## config.mk

```make
export PLATFORM = sky130hd
export DESIGN_NAME = multi_clk_gen
export DESIGN_NICKNAME = d
export VERILOG_FILES = /design/src/rtl/clkgen_pkg.sv /design/src/rtl/clk_gen_ch.sv /design/src/rtl/multi_clk_gen.sv
export SDC_FILE = /design/constraint.sdc
export NUM_CORES = 1
export LEC_CHECK = 0
export BUFFER_PORTS_ARGS = -buffer_cell sky130_fd_sc_hd__buf_4
export CAP_MARGIN = 15
export CORE_MARGIN = 3
export CORE_UTILIZATION = 40
export DETAILED_ROUTE_END_ITERATION = 10
export SLEW_MARGIN = 20
export SYNTH_ARGS = -nofsm -noshare
export SYNTH_HDL_FRONTEND = slang
export SYNTH_SLANG_ARGS = --single-unit
```

## constraint.sdc

```tcl
create_clock -name clk -period 9.65 [get_ports clk]
set_input_delay 0.4825 -clock clk [delete_from_list [all_inputs] [get_ports clk]]
set_output_delay 0.4825 -clock clk [all_outputs]
set_load 0.01 [all_outputs]
```

## src/rtl/clkgen_pkg.sv

```systemverilog
// clkgen_pkg: shared types and helpers for the multi-channel clock generator.
//   DIV_W     : width of the divide / high-time / phase fields (shared by all files)
//   div_t     : one divide/high/phase field
//   ch_cfg_t  : channel configuration {div, high, phase}
//   ch_state_e: per-channel IDLE/RUN state
//   clamp_cfg : raw configuration -> effective configuration
//   reload_val: counter start value that realises the phase offset
package clkgen_pkg;

  localparam int DIV_W = 8;

  typedef logic [DIV_W-1:0] div_t;

  typedef struct packed {
    div_t div;
    div_t high;
    div_t phase;
  } ch_cfg_t;

  typedef enum logic {
    CH_IDLE = 1'b0,
    CH_RUN  = 1'b1
  } ch_state_e;

  // A divide below 2 cannot toggle, so it is raised to 2. A phase outside
  // the period is ignored, and a high time longer than the period saturates
  // so that the output is held high.
  function automatic ch_cfg_t clamp_cfg(input ch_cfg_t raw);
    ch_cfg_t eff;
    eff.div   = (raw.div < div_t'(2'd2)) ? div_t'(2'd2) : raw.div;
    eff.phase = (raw.phase < eff.div) ? raw.phase : {DIV_W{1'b0}};
    eff.high  = (raw.high > eff.div) ? eff.div : raw.high;
    return eff;
  endfunction

  // (div - phase) mod div. Because phase < div, the subtraction lands in
  // 1..div, and it equals div only when phase is zero.
  function automatic div_t reload_val(input ch_cfg_t eff);
    div_t r;
    if (eff.phase == {DIV_W{1'b0}}) begin
      r = {DIV_W{1'b0}};
    end else begin
      r = eff.div - eff.phase;
    end
    return r;
  endfunction

endpackage

```

## src/rtl/clk_gen_ch.sv

```systemverilog
// clk_gen_ch: one divided-clock channel with a period counter, a shadow
// config register with its pending flag, IDLE/RUN control and a registered
// output.
//   clk, rst_n : system clock and asynchronous active-low reset
//   i_en       : run enable (IDLE when low)
//   i_wr       : accepted config write for this channel
//   i_wr_cfg   : raw config captured on i_wr
//   o_pending  : a shadow config is waiting to be applied
//   o_apply    : the shadow is applied at this clock edge
//   o_clk      : generated clock, registered
module clk_gen_ch
  import clkgen_pkg::*;
#(
  parameter int DEF_DIV = 4
) (
  input  logic    clk,
  input  logic    rst_n,
  input  logic    i_en,
  input  logic    i_wr,
  input  ch_cfg_t i_wr_cfg,
  output logic    o_pending,
  output logic    o_apply,
  output logic    o_clk
);

  localparam ch_cfg_t RST_RAW = '{div:   div_t'(DEF_DIV),
                                  high:  div_t'(DEF_DIV / 2),
                                  phase: {DIV_W{1'b0}}};
  localparam ch_cfg_t RST_CFG = clamp_cfg(RST_RAW);

  ch_state_e r_state;
  ch_state_e w_state_nxt;
  div_t      r_cnt;
  div_t      w_cnt_nxt;
  ch_cfg_t   r_cfg;
  ch_cfg_t   w_cfg_nxt;
  ch_cfg_t   r_shadow;
  ch_cfg_t   w_shadow_eff;
  logic      r_pending;
  logic      r_clk;
  logic      w_clk_nxt;
  logic      w_apply;
  logic      w_eop;

  // Next state, counter, output and config. A new config only takes
  // effect on the last count of a running period or while idle, so an
  // output period is never built from two different settings.
  always_comb begin
    w_state_nxt  = r_state;
    w_cnt_nxt    = r_cnt;
    w_cfg_nxt    = r_cfg;
    w_clk_nxt    = 1'b0;
    w_apply      = 1'b0;
    w_eop        = (r_cnt == (r_cfg.div - div_t'(1'b1)));
    w_shadow_eff = clamp_cfg(r_shadow);
    case (r_state)
      CH_IDLE: begin
        w_apply   = r_pending;
        w_cnt_nxt = reload_val(r_cfg);
        if (i_en) begin
          w_state_nxt = CH_RUN;
        end else begin
          w_state_nxt = CH_IDLE;
        end
      end
      CH_RUN: begin
        w_apply = r_pending & w_eop;
        if (i_en) begin
          w_state_nxt = CH_RUN;
          w_clk_nxt   = (r_cnt < r_cfg.high);
          if (w_eop) begin
            w_cnt_nxt = {DIV_W{1'b0}};
          end else begin
            w_cnt_nxt = r_cnt + div_t'(1'b1);
          end
        end else begin
          // A disable cuts the output immediately, so a high pulse may be shortened.
          w_state_nxt = CH_IDLE;
          w_cnt_nxt   = reload_val(r_cfg);
        end
      end
      default: begin
        w_state_nxt = CH_IDLE;
        w_cnt_nxt   = reload_val(r_cfg);
      end
    endcase
    if (w_apply) begin
      w_cfg_nxt = w_shadow_eff;
      w_cnt_nxt = reload_val(w_shadow_eff);
    end else begin
      w_cfg_nxt = r_cfg;
    end
  end

  // State, counter, active config and output register.
  always_ff @(posedge clk or negedge rst_n) begin
    if (!rst_n) begin
      r_state <= CH_IDLE;
      r_cnt   <= {DIV_W{1'b0}};
      r_cfg   <= RST_CFG;
      r_clk   <= 1'b0;
    end else begin
      r_state <= w_state_nxt;
      r_cnt   <= w_cnt_nxt;
      r_cfg   <= w_cfg_nxt;
      r_clk   <= w_clk_nxt;
    end
  end

  // Shadow register and pending flag. The top only issues a write while
  // pending is clear, so a write and an apply never coincide.
  always_ff @(posedge clk or negedge rst_n) begin
    if (!rst_n) begin
      r_shadow  <= '{div: {DIV_W{1'b0}}, high: {DIV_W{1'b0}}, phase: {DIV_W{1'b0}}};
      r_pending <= 1'b0;
    end else if (w_apply) begin
      r_pending <= 1'b0;
    end else if (i_wr) begin
      r_shadow  <= i_wr_cfg;
      r_pending <= 1'b1;
    end
  end

  assign o_pending = r_pending;
  assign o_apply   = w_apply;
  assign o_clk     = r_clk;

endmodule

```

## src/rtl/multi_clk_gen.sv

```systemverilog
// multi_clk_gen: runtime-programmable multi-channel clock divider.
// The field width DIV_W is defined in clkgen_pkg.
//   clk, rst_n        : system clock and asynchronous active-low reset
//   ch_en[NUM_CH]     : per-channel run enable
//   cfg_valid/ready   : config write handshake. ready = target channel not pending
//   cfg_ch            : target channel
//   cfg_div/high/phase: period, high time and rising-edge delay in clk cycles
//   clk_out[NUM_CH]   : generated clocks, registered
//   locked            : every channel has run on stable settings for LOCK_CYCLES cycles
module multi_clk_gen
  import clkgen_pkg::*;
#(
  parameter int NUM_CH      = 4,
  parameter int DEF_DIV     = 4,
  parameter int LOCK_CYCLES = 16,
  localparam int CH_W       = (NUM_CH > 1) ? $clog2(NUM_CH) : 1
) (
  input  logic              clk,
  input  logic              rst_n,
  input  logic [NUM_CH-1:0] ch_en,
  input  logic              cfg_valid,
  output logic              cfg_ready,
  input  logic [CH_W-1:0]   cfg_ch,
  input  logic [DIV_W-1:0]  cfg_div,
  input  logic [DIV_W-1:0]  cfg_high,
  input  logic [DIV_W-1:0]  cfg_phase,
  output logic [NUM_CH-1:0] clk_out,
  output logic              locked
);

  localparam int LK_W = $clog2(LOCK_CYCLES + 1);
  localparam logic [LK_W-1:0] LK_MAX = LK_W'(LOCK_CYCLES);

  logic [NUM_CH-1:0] w_pending;
  logic [NUM_CH-1:0] w_apply;
  logic [NUM_CH-1:0] w_wr;
  logic [NUM_CH-1:0] w_clk;
  logic [NUM_CH-1:0] w_pend_nxt;
  logic [NUM_CH-1:0] r_en_q;
  logic [LK_W-1:0]   r_lock_cnt;
  logic [LK_W-1:0]   w_lock_nxt;
  logic              r_locked;
  logic              w_ready;
  logic              w_event;
  ch_cfg_t           w_cfg_in;

  assign w_cfg_in = '{div: cfg_div, high: cfg_high, phase: cfg_phase};

  // Ready mux on the target channel. A channel index beyond NUM_CH is never ready.
  always_comb begin
    w_ready = 1'b0;
    for (int i = 0; i < NUM_CH; i++) begin
      w_ready = (cfg_ch == CH_W'(i)) ? ~w_pending[i] : w_ready;
    end
  end

  // Decode accepted writes to per-channel strobes.
  always_comb begin
    w_wr = {NUM_CH{1'b0}};
    for (int i = 0; i < NUM_CH; i++) begin
      w_wr[i] = cfg_valid & w_ready & (cfg_ch == CH_W'(i));
    end
  end

  for (genvar g = 0; g < NUM_CH; g++) begin : g_ch
    clk_gen_ch #(
      .DEF_DIV (DEF_DIV)
    ) u_ch (
      .clk       (clk),
      .rst_n     (rst_n),
      .i_en      (ch_en[g]),
      .i_wr      (w_wr[g]),
      .i_wr_cfg  (w_cfg_in),
      .o_pending (w_pending[g]),
      .o_apply   (w_apply[g]),
      .o_clk     (w_clk[g])
    );
  end

  // Lock counter next value. An applied config or any enable edge restarts
  // it. Writes that are still pending leave it running, but they hold locked low.
  always_comb begin
    w_event    = (|w_apply) | (ch_en != r_en_q);
    w_pend_nxt = (w_pending | w_wr) & ~w_apply;
    if (w_event) begin
      w_lock_nxt = {LK_W{1'b0}};
    end else if (r_lock_cnt == LK_MAX) begin
      w_lock_nxt = r_lock_cnt;
    end else begin
      w_lock_nxt = r_lock_cnt + LK_W'(1'b1);
    end
  end

  // Lock counter, enable history and registered locked flag.
  always_ff @(posedge clk or negedge rst_n) begin
    if (!rst_n) begin
      r_en_q     <= {NUM_CH{1'b0}};
      r_lock_cnt <= {LK_W{1'b0}};
      r_locked   <= 1'b0;
    end else begin
      r_en_q     <= ch_en;
      r_lock_cnt <= w_lock_nxt;
      r_locked   <= (w_lock_nxt == LK_MAX) & ~(|w_pend_nxt);
    end
  end

  assign cfg_ready = w_ready;
  assign clk_out   = w_clk;
  assign locked    = r_locked;

endmodule

```

# Word-level counts from Yosys, hierarchy flattened
# Cells that the tools add are included.
# classes
add_sub_neg	17
order_cmp	16
eq_ne	10
muxes	66
bitwise	27
reduce_logical	19
# ops
cell	n
8-bit two-way mux	32
8-bit zero test	8
8-bit < comparator	8
8-bit case mux with 2 select lines	4
8-bit subtractor	8
8-bit by 1-bit adder with 8-bit output, second input constant	4
8-bit == test	4
8-bit > comparator	4
8-bit by 2-bit < comparator with 1-bit output, second input constant	4
8-bit by 1-bit subtractor with 8-bit output, second input constant	4
1-bit two-way mux	24
1-bit inverter	13
1-bit AND	10
5-bit == test, second input constant	2
5-bit two-way mux	2
1-bit case mux with 2 select lines	4
2-bit AND reduction	4
2-bit nonzero test	4
4-bit OR reduction	2
5-bit by 1-bit adder with 5-bit output, second input constant	1
4-bit AND	1
2-bit == test, second input constant	2
4-bit inequality test	1
4-bit inverter	1
other kinds (4)	4
# totals
regBits	246
input_bits	33
out_inout_bits	6
word_cells	198

# Logic depth before layout (Yosys ltp)
# logic_depth
ltp_word	12
mapped_depth	20
depth_no_buf	20

# By module
# Synthesis repeated with hierarchy kept, for this count alone.
# unflattened
hier_cells	1653
hier_area_um2	16721.0
# by_module_without_submodules
mod	instances	cells_per_inst	area_each_um2	seq_area_each_um2
clk_gen_ch (g_ch[0].u_ch ...)	2	393	4101.4	1478.9
clk_gen_ch (g_ch[1].u_ch)	1	400	3977.6	1478.9
clk_gen_ch (g_ch[3].u_ch)	1	408	3902.5	1478.9
multi_clk_gen	1	59	638.1	250.2

# Worst setup path before layout
# Ideal clock, no wire load.
# synth_timing
path_kind	register to register
start	register g_ch[1].u_ch.r_shadow[21] (netlist name)
end	register g_ch[1].u_ch.r_cnt[6]
setup_time_ns	0.127
arrival_time_ns	4.163
required_ns	9.523
path_slack_ns	5.361
stages_incl_launch_ff	19
path_buffers	1
synth_period_minus_slack_ns	4.289
path_cell_list	dfrtp_1 or4_1 o31ai_1 inv_1 ha_1 o21a_1 o21ai_0 a21oi_1 a221oi_2 clkbuf_1 nand2_1 ha_1 nor2b_1 o21ai_0 a21boi_0 o21a_1 or3_1 nand3_1 mux2i_1
# synth_lines
item	line_no	source
from (decl)	clk_gen_ch.sv:37	ch_cfg_t r_shadow;
from (signal assigned)	clk_gen_ch.sv:114	r_shadow <= '{div: {DIV_W{1'b0}}, high: {DIV_W{1'b0}}, phase: {DIV_W{1'b0}}};
from (signal assigned)	clk_gen_ch.sv:119	r_shadow <= i_wr_cfg;
to (signal assigned)	clk_gen_ch.sv:99	r_cnt <= {DIV_W{1'b0}};
to (signal assigned)	clk_gen_ch.sv:104	r_cnt <= w_cnt_nxt;
to (decl)	clk_gen_ch.sv:33	div_t r_cnt;

==> qor.yml <==
drtIter0Drc: 728
hold_class: "primary input to asynchronous set/reset pin"
final_util_pct: 45.16
yosys_register_bits: 242
grtUsageTotal_pct: 19.88
finalHoldViolCount: 1
p_per_area_mw_per_mm2: 399.8
fin_nets: 1869
antenna_found_initial: 0
synth_edf_count: 0
grt_pass1_wl_um: 67310
cp.required_ns: 10.05
endpoint_kind: "flip-flop"
syn2layout_area_growth_pct: 9.993
port_buffers: 38
period_needed_ns: 5.166
diodes: 0
synth_top_area_cell: "dfrtp_1"
drtAntennaViolNets: 0
violations: "negative hold slack"
yosys_warnings: 0
setup_viol: 0
viasPerCell: 5.435
place.gp.congestion: 0.8959
cts-hold-fix-buffers: 0
holdWs_ns: -0.0006052
wl_per_cell_um: 18.84
clk_latency_ns: 0.55
leakagePower_nw: 8.040
dp_hpwl_um: 31540
worstMarginPinSlew_ns: 0.9835
worstSetupStartpointType: "flip-flop"
crit_arrival_ns: 5.57
synth_top_cell_area_share_pct: 36.31
htree_levels: 1
grt_max_degree: 113
tns_ns: 0
drcViolationCount: 0
netlist_instances: 1660
critPathKind: "flip-flop to flip-flop"
placeableCoreArea_sq_mm: 0.03928
synthArstFlopShare_pct: 100.0
cts_buffers: 29
peakVddDrop_v: 0.0002605
synth_fp_nets: 1859
synth-seq-area-share_pct: 37.61
ys_top_cells_by_area: "dfrtp_1 36%, ha_1 12%, mux2_2 5.9%"
dr.pass1.iters: 5
synthesis.area_sq_mm: 0.01613
synth_cell_types: 91
vias: 12006
maxCapViolCount: 0
syn_avg_cell_area_sq_um: 9.715
placementRows: 72
wl_um: 41620
num_io_pins: 39
drive_gt1_share_pct: 13.84
cts_resized: 0
clock-sinks: 242
maxSlewViolCount: 0
dieWidth_um: 206.8
cts_root_buffer: "clkbuf_16"
clock_skew_ns: 0.008787
grt-ovfl-total: 0
post-route-period-util_pct: 53.53
grt_pass1_vias: 12198
clock.fmax_ghz: 0.1936
grt_setup_unrepaired: "false"
nFillCells: 3790
cts_tree: "done"
clockBufferDepth: 3
initial_core_util_pct: 41.06
slew_headroom_pct: 34.43
critPathMaxFanout: 14
clk_pin_slew_ns: 0.06
die_area_sq_mm: 0.04276
post_cts_buffers: 0
dieHeight_um: 206.8
status: "finished with violations"
ys.flop_type: "dfrtp_1"
## power by group
group	switching [mW]	internal (mW)	leakage, nW
clock	0.432	0.609	0.435
sequential	0.600	1.48	2.96
combinational	2.13	1.85	4.64
## synthesized netlist by cell type, drive strengths merged, types with 5 or more instances
cell type and count:
o22ai 10, a2111oi 8, a21o 39, buf 27
o21ai 145, nand3b 11, nor2b 24, and2 14
a21oi 57, mux2 84, fa 8, nor4 21
dfstp 8, nand2b 27, ha 158, a211oi 10
mux2i 34, xnor2 61, dfrtp 234, o21a 21
xor2 44, a221oi 9, nand3 41, nor2 73
a22oi 8, or4 5, nand2 159, o221ai 5
nor3 16, o211ai 5, a311oi 5, inv 129
nand4 10, or2 7, or3 12, and3 17
clkbuf 41, a21boi 11, a31oi 11
## metal layers
layer	GRT usage [%]	share of wire [%]	wire [um]
met2	32.75	46	19180
met5	0	0	0
met4	6.285	3.3	1376
met1	27.57	47	19460
met3	2.258	3.8	1602
## layout by cell type, fill, tap and decap left out, types with 13 or more instances in the layout
cell type,count
xnor2_1,61
ha_1,158
and3_1,17
o21ai_2,19
xor2_1,44
nor4_1,18
inv_1,129
clkbuf_16,29
mux2_2,84
nor2_1,71
a21o_1,39
dfrtp_1,234
buf_4,46
o21ai_0,123
nor3_1,13
nor2b_1,24
and2_1,14
a21oi_1,56
nand2_1,159
nand2b_1,27
mux2i_1,34
o21a_1,21
nand3_1,40
## final cells by class
cell class,count,area (sq um),area share (%)
multi-input combinational,1221,9279,52.31
sequential,242,6066,34.20
clock buffer,42,814.5,4.592
tap,518,648.1,3.654
inverter,129,484.2,2.730
timing repair buffer,47,360.3,2.031
clock inverter,10,86.33,0.4867
## worst paths after layout
kind	slack, ns	cells after the start	startpoint	end
min	-0.0006	1	rst_n	g_ch[3].u_ch.r_cnt[0]
max reg2reg	4.48	18	g_ch[1].u_ch.r_shadow[21]	g_ch[1].u_ch.r_cnt[6]
min in group clk	0.07	1	ch_en[0]	r_en_q[0]
max in group asynchronous	7.33	3	rst_n	g_ch[2].u_ch.r_cfg[19]
min reg2reg	0.47	2	g_ch[3].u_ch.r_cfg[9]	g_ch[3].u_ch.r_cfg[9]
max	4.48	18	g_ch[1].u_ch.r_shadow[21]	g_ch[1].u_ch.r_cnt[6]
## kinds of logic (layout without fill, tap and decap cells)
family,after synthesis,in the layout,share of synthesized area [%]
DFF,242,242,37.61
AOI/OAI and AO/OA,381,381,16.05
xor gates and xnor gates,105,105,5.703
buffers and inverters,197,228,5.082
and+or+nand+nor,450,450,14.18
adders and majority gates,166,166,13.25
muxes,119,119,8.115
## sequential cells by signal (all words and copies together) (netlist names)
signal	count
g_ch.u_ch.r_shadow	96
locked	1
r_lock_cnt	5
g_ch.u_ch.r_cfg	96
r_en_q	4
g_ch.u_ch.r_cnt	32
g_ch.u_ch.o_clk	4
g_ch.u_ch.o_pending	4
## worst max-delay path: stages (launching register included)
cell      delay, ns
dfrtp_1        0.42
or4_1          0.57
o31ai_1        0.52
inv_1          0.23
ha_1           0.32
o21a_1         0.16
o21ai_0        0.15
a21oi_1        0.11
a221oi_2       0.76
and2_1         0.28
ha_1           0.18
fa_1           0.22
nor2b_1        0.06
o21ai_0        0.21
a21boi_0       0.16
o21a_1         0.19
or3_1          0.30
nand3_1        0.09
mux2i_1        0.08
## through the flow
| stage | cells | worst slack, ns | area [sq um] | power (mW) |
|---|---|---|---|---|
| final | 2209 | 4.484 | 17740 | 7.093 |
| after CTS | 2209 | 4.574 | 17740 | 7.126 |
| after detailed placement | 2157 | 4.599 | 16840 | 6.047 |
| after global placement | 2157 | 4.791 | 16840 | 5.942 |
| after floorplan | 1660 | 5.361 | 16130 | 5.055 |
| after global routing | 2209 | 4.167 | 17740 | 7.778 |
Note: power is estimated with default switching activity, not from simulation.
